`config.mk`:
```
export PLATFORM = sky130hd
export DESIGN_NAME = pong_game_ctrl
export DESIGN_NICKNAME = d
export VERILOG_FILES = /design/src/rtl/pong_game_ctrl.sv
export SDC_FILE = /design/constraint.sdc
export NUM_CORES = 1
export LEC_CHECK = 0
export BUFFER_PORTS_ARGS = -buffer_cell sky130_fd_sc_hd__buf_2
export CAP_MARGIN = 20
export CORE_UTILIZATION = 47
export DETAILED_ROUTE_END_ITERATION = 16
export PLACE_DENSITY_LB_ADDON = 0.15
export SYNTH_ARGS = -nofsm -noshare
export SYNTH_HDL_FRONTEND = slang
export SYNTH_SLANG_ARGS = --single-unit
```
`constraint.sdc`:
```
create_clock -name clk -period 1.55 [get_ports clk]
set_clock_uncertainty 0.1 [all_clocks]
set_input_delay 0.0775 -clock clk [delete_from_list [all_inputs] [get_ports clk]]
set_output_delay 0.0775 -clock clk [all_outputs]
set_load 0.03 [all_outputs]
```
`src/rtl/pong_game_ctrl.sv`:
```
// rtl/pong_game_ctrl.sv - pong game-level controller: ball count, delays, start button, hit/miss pulses
module pong_game_ctrl #(
  parameter int NUM_BALLS  = 3,
  parameter int WAIT_TICKS = 120,
  parameter int BTN_W      = 4
) (
  input  logic             clk,
  input  logic             reset,
  input  logic [BTN_W-1:0] btn,
  input  logic             timer_tick,
  input  logic             miss,
  input  logic             hit_left,
  input  logic             hit_right,
  output logic             graph_still,
  output logic             game_over,
  output logic [1:0]       state_o,
  output logic [3:0]       balls_left,
  output logic             hit_pulse,
  output logic             miss_pulse
);

  typedef enum logic [1:0] {
    S_NEWGAME = 2'b00,
    S_PLAY    = 2'b01,
    S_NEWBALL = 2'b10,
    S_OVER    = 2'b11
  } state_t;

  localparam logic [3:0] BALLS_INIT = 4'(NUM_BALLS);
  localparam logic [7:0] WAIT_INIT  = 8'(WAIT_TICKS);

  state_t     state_q, state_d;
  logic [3:0] balls_q, balls_d;
  logic [7:0] timer_q, timer_d;
  logic       miss_q, hl_q, hr_q;
  logic       hit_pulse_q, hit_pulse_d;
  logic       miss_pulse_q, miss_pulse_d;
  logic       btn_any;
  logic       miss_rise;
  logic       hit_rise;

  assign btn_any   = |btn;
  assign miss_rise = miss & ~miss_q;
  assign hit_rise  = (hit_left & ~hl_q) | (hit_right & ~hr_q);

  // Next-state, ball count, delay timer and pulse decode
  always_comb begin
    state_d      = state_q;
    balls_d      = balls_q;
    timer_d      = timer_q;
    hit_pulse_d  = hit_rise & (state_q == S_PLAY);
    miss_pulse_d = miss_rise & (state_q == S_PLAY);
    case (state_q)
      S_NEWGAME: begin
        balls_d = BALLS_INIT;
        if (btn_any) state_d = S_PLAY;
      end
      S_PLAY: begin
        // A miss always wins over a simultaneous hit for the transition
        if (miss_rise) begin
          timer_d = WAIT_INIT;
          if (balls_q > 4'd1) begin
            balls_d = balls_q - 4'd1;
            state_d = S_NEWBALL;
          end else begin
            balls_d = 4'd0;
            state_d = S_OVER;
          end
        end
      end
      S_NEWBALL: begin
        if (timer_q == 8'd0) begin
          if (btn_any) state_d = S_PLAY;
        end else if (timer_tick) begin
          timer_d = timer_q - 8'd1;
        end
      end
      S_OVER: begin
        if (timer_q == 8'd0) begin
          state_d = S_NEWGAME;
          balls_d = BALLS_INIT;
        end else if (timer_tick) begin
          timer_d = timer_q - 8'd1;
        end
      end
      default: state_d = S_NEWGAME;
    endcase
  end

  // State, counters, input edge registers and output pulse registers
  always_ff @(posedge clk) begin
    if (reset) begin
      state_q      <= S_NEWGAME;
      balls_q      <= BALLS_INIT;
      timer_q      <= 8'd0;
      miss_q       <= 1'b0;
      hl_q         <= 1'b0;
      hr_q         <= 1'b0;
      hit_pulse_q  <= 1'b0;
      miss_pulse_q <= 1'b0;
    end else begin
      state_q      <= state_d;
      balls_q      <= balls_d;
      timer_q      <= timer_d;
      miss_q       <= miss;
      hl_q         <= hit_left;
      hr_q         <= hit_right;
      hit_pulse_q  <= hit_pulse_d;
      miss_pulse_q <= miss_pulse_d;
    end
  end

  assign graph_still = (state_q != S_PLAY);
  assign game_over   = (state_q == S_OVER);
  assign state_o     = state_q;
  assign balls_left  = balls_q;
  assign hit_pulse   = hit_pulse_q;
  assign miss_pulse  = miss_pulse_q;

endmodule

```
---- Word level (Yosys, flattened, before mapping) ----
Index checks and enable logic that the tools add are counted.
W data, S select, Z words.
operators by class
  add/sub/neg operators ................... 2
  multiply operators ...................... 0
  div/mod/pow operators ................... 0
  magnitude comparators ................... 1
  equal/unequal tests ..................... 9
  shift-type cells ........................ 0
  muxes and demuxes ....................... 14
  bitwise logic cells ..................... 9
  reductions and logical operators ........ 9
operators by type and width
  operator               number
  $mux W8                3
  $pmux W8 S2            1
  $mux W4                3
  $pmux W4 S3            1
  $logic_not A8 Y1       1
  $mux W2                4
  $pmux W2 S4            1
  $sub A8 B1 Y8 const B  1
  $ne A2 B1 Y1 const B   3
  $ne A2 B2 Y1 const B   3
  $reduce_and A3 Y1      2
  $and A1 B1 Y1          5
  $eq A2 B2 Y1 const B   2
  $gt A4 B1 Y1 const B   1
  $reduce_and A4 Y1      1
  $reduce_or A4 Y1       1
  $sub A4 B1 Y4 const B  1
  $not A1 Y1             3
  $reduce_bool A3 Y1     1
  $eq A2 B1 Y1 const B   1
  $logic_not A2 Y1       1
  $reduce_bool A2 Y1     1
  $reduce_or A2 Y1       1
  $mux W1                1
  $or A1 B1 Y1           1
word-level totals
  flip-flop bits (word level) ............. 19
  bits in latches ......................... 0
  bits in writable memories ............... 0
  bits in read-only memories .............. 0
  input port bits ......................... 10
  output and inout bits ................... 10
  word-level logic and storage cells ...... 52
  memories kept ........................... 0

---- Depth between registers and ports, before layout ----
  word-level depth ........................ 4
  depth in mapped cells ................... 6
  depth with buffers taken out ............ 6

---- Least setup slack after synthesis ----
No wires, ideal clock.
  path type ............................... flip-flop to flip-flop
  start point ............................. reg balls_q[0], in the netlist balls_left[0]
  end point ............................... reg balls_q[3], in the netlist balls_left[3]
  library setup time ...................... 74 ps
  arrival ................................. 1588 ps
  required time ........................... 1376 ps
  slack ................................... -212 ps
  cell stages (with the launch flop) ...... 7
  path buffers ............................ 0
  period minus slack after synthesis ...... 1762 ps
  cells stage by stage .................... dfxtp_1 -> inv_1 -> ha_1 -> nor2_1 -> nor3_1 -> or4_1 -> o21ai_0
between the ends
  cells in the longest elaborated chain, start to end .. 4
  elaborated cells between the ends (all ways) .. 5
  classes of those cells .................. add/sub: 1; order compare: 1; mux: 3
ends and longest elaborated chain
  item                                                  line    source
  from (decl)                                           33      logic [3:0] balls_q, balls_d;
  from (signal assigned)                                103     balls_q <= balls_d;
  $sub A4 B1 Y4 / $gt A4 B1 Y1 (equally long branches)  63, 62
  $mux W4 (*)                                           62      if (balls_q > 4'd1) begin
  $mux W4 (*)                                           60      if (miss_rise) begin
  $pmux W4 S3 (*)                                       53      case (state_q)
Mark *: on every way between the ends. The rest lies on a longest branch, timed or not. The select of a mux whose other input is x is not followed.
A chain may end at the register's enable or synchronous reset.

---- Worst setup path after layout ----
  start point ............................. reg timer_q[2]
  end point ............................... reg timer_q[7]
between the ends
  cells in the longest elaborated chain, start to end .. 4
  elaborated cells between the ends (all ways) .. 7
  classes of those cells .................. add/sub: 1; eq/ne: 1; mux: 3; reduce/logical: 2
ends and longest elaborated chain
  item                    line    source
  from (decl)             34      logic [7:0] timer_q, timer_d;
  from (signal assigned)  104     timer_q <= timer_d;
  $sub A8 B1 Y8           75, 83
  $mux W8                 74, 82
  $mux W8                 72      if (timer_q == 8'd0) begin
  $pmux W8 S2             53
Several ways; a longest one is shown, not always the timed one. The select of a mux whose other input is x is not followed.

==> flow_summary.toml <==
[layout]
fin_util_pct = 70.60
fin_nets = 164
area.sequential_sq_um = 399.1
final_area_sq_um = 1385
final_cells = 176
layout_cells_sized_above_1_pct = 46.98
syn2layout_area_growth_pct = 42.47
layout_commonest_cell = "buf_2"
fillerInstances = 176
most-common-layout-cells = "19 x buf_2, 16 x buf_4, 11 x nor2_1, 11 x a21oi_1, 10 x dfxtp_1"
area_of_combinational_cells_with_multiple_inputs_sq_um = 645.6
antenna_cells = 0

[yosys]
syn_nets = 124
yosys_warnings = 0
synth_edf_count = 0
ys_ff_latch = 19
synth_cell_types = 34
synthesis.area_sq_um = 972.2
dominantRegCellSynth = "dfxtp_1"
async_reset_ff_share_pct = 0
synthCells = 110
post_synth.cell_area_avg_sq_um = 8.838
seq_area_frac_synth_pct = 39.12

[placement]
port_buffers = 19
dp_cells = 162
hpwlAfterDp_mm = 1.587
placement.setup.worst_slack_ns = -0.1951
detailed_place.area_sq_um = 1187
place.gp.congestion = 0.7768

[grt]
antenna_found_initial = 0
global_routing_usage_on_met2_pct = 38.63
global_route.overflow_total = 0
pin_count_of_the_biggest_net_entering_global_routing = 17
grt.busiest_layer = "met2"
grt_use_met1_pct = 25.93
grt_pass1_wl_mm = 3.401
globalRouteMet3Util_pct = 3.396
gr-usage-all-layers_pct = 21.69
first_global_vias = 803

[min_path]
start_point_of_the_worst_hold_path = "reset"
hp-class = "primary input to register"
min_path_cells = 2
holdPathEnd = "miss_q"

[sta]
setup-violations-final = 8
post-route-worst-setup-slack_ns = -0.07172
grt_setup_unrepaired = "true"
layout_min_cycle_time_ns = 1.622
slew_violations = 0
slew_headroom_pct = 76.09
maxClockFrequency_mhz = 616.6
layout_worst_path_cycle_share_pct = 104.6
report.final.hold_viol_count = 0
tightest_slew_ns = 0.3583

[outcome]
status = "finished with violations"
violated_checks = "setup timing"

[worst_setup_path]
crit_start = "timer_q[2]"
r2r_start = "timer_q[2]"
r2r_slack_ns = -0.07
type_of_element_capturing_the_critical_path = "register"
crit_required_ns = 1.66
path_cells = "or4_1 > nor3_1 > mux2i_1 > nor2_1"
startpoint_type = "register"
crit_arrival_ns = 1.73
reg2regPathDepth = 4
slowest_library_cell_on_the_worst_path = "or4_1"
crit_path_max_fanout = 5
critical_path.reg2reg.endpoint = "timer_q[7]"
crit_path_max_incr_delay_ns = 0.52
timing_worst_setup_path_type = "register to register"

[route]
antenna_left = 0
number_of_drc_violations_after_detailed_routing = 0
detail_route.iter0.violations = 17
drt-vias-per-instance = 5.472
postRouteWirelength_mm = 2.368
routed-via-count = 963
drt-wirelength-per-cell_um = 13.45
detail_route.first_pass.iterations = 4

[flow_run]
maxcap_violations = 0

[floorplan]
die_w_um = 47.48
die_h_um = 47.48
top_level_ports = 20
design.die.area_sq_um = 2254
fp-row-count = 16
floorplan.initialDensity_pct = 49.55
core_area_sq_um = 1962

[clocking]
clkSinkCount = 19
path_clk_slew_ns = 0.11
cts_tree = "yes"
cts_max_level = 1
cts_buffer_depth = 2
worst_skew_pair_later_pin_latency_ns = 0.31
cts-buffers-inserted = 3
clock_tree.root_cell = "clkbuf_4"

[power]
power_leakage_nw = 0.5812
irDropWorstVdd_mv = 0.6527
power_density_nw_per_um2 = 1003
power_mw = 1.389
==> critical path, delay by kind of cell, from the launching register on <==
kind / cells / cell delay [ns]
flip-flops: 1 / 0.38
multiplexers: 1 / 0.23
AND/OR/NAND/NOR: 3 / 0.81
==> per-stage QoR <==
step,hold slack [ns],setup TNS (ns)
6_report,0.02866,-0.2602
4_1_cts,0.02786,-0.2972
3_3_place_gp,0.2111,-0.1610
2_1_floorplan,0.06973,-0.03138
3_5_place_dp,0.2181,-0.6151
5_1_grt,0.04193,-1.187
==> where the power goes <==
part	leakage [nW]	internal [mW]	switching (mW)	total [mW]
combinational	0.405	0.239	0.285	0.524
sequential	0.158	0.534	0.0682	0.602
clock	0.0177	0.0965	0.166	0.263
==> cells in the mapped netlist, types with 3 or more instances <==
library cell,count,share of area [%]
nor2_1,12,4.6
or4_1,6,4.6
ha_1,4,5.1
inv_1,9,3.5
o21ai_0,4,2.1
dfxtp_1,19,39
a21oi_1,12,6.2
a311oi_1,3,2.7
xnor2_1,3,2.7
nand2b_1,6,3.9
nor2b_1,4,2.6
==> how the worst max path moves through the flow <==
stage	end	depth (start not counted)	slack [ns]
final	timer_q[7]	4	-0.07
after floorplan	balls_left[3]	4	-0.03
after detailed placement	timer_q[4]	6	-0.20
after CTS	timer_q[4]	6	-0.11
after global routing	timer_q[6]	6	-0.14
after global placement	balls_left[3]	4	-0.07
==> cell families after synthesis <==
kind of cell	count (synthesis)	share of synthesized area (%)
simple gates	41	26.77
buf+inv	12	5.147
xor+xnor	3	2.703
fa+ha+maj	4	5.148
mux	1	1.030
flops	19	39.12
compound gates	30	20.08
==> final cells by class <==
class	instances	share of cell area, %
Clock buffer	3	1.626
Clock inverter	1	0.3613
Inverter	9	2.439
Multi-Input combinational cell	79	46.61
Sequential cell	19	28.82
Tap cell	27	2.439
Timing Repair Buffer	38	17.71
==> sequential cells by signal, indices dropped and copies added (netlist names) <==
signal      cells
timer_q         8
miss_q          1
hr_q            1
hl_q            1
balls_left      4
miss_pulse      1
hit_pulse       1
state_o         2
==> timing repair <==
action,4_1_cts,5_1_grt
pin swaps,7,8
resized for setup,12,12
endpoints found under the hold margin,4,0
hold buffers,3,0
buffers inserted,4,3
endpoints found under the setup margin,9,14
==> per-layer routing <==
metal	routed length, um	part of all wire [%]	up-vias
met5	0	0	-
met4	53	2.2	0
met3	68	2.9	5
met2	1204	51	23
met1	1042	44	456
li1	-	-	479
(Power assumes the default switching activity.)
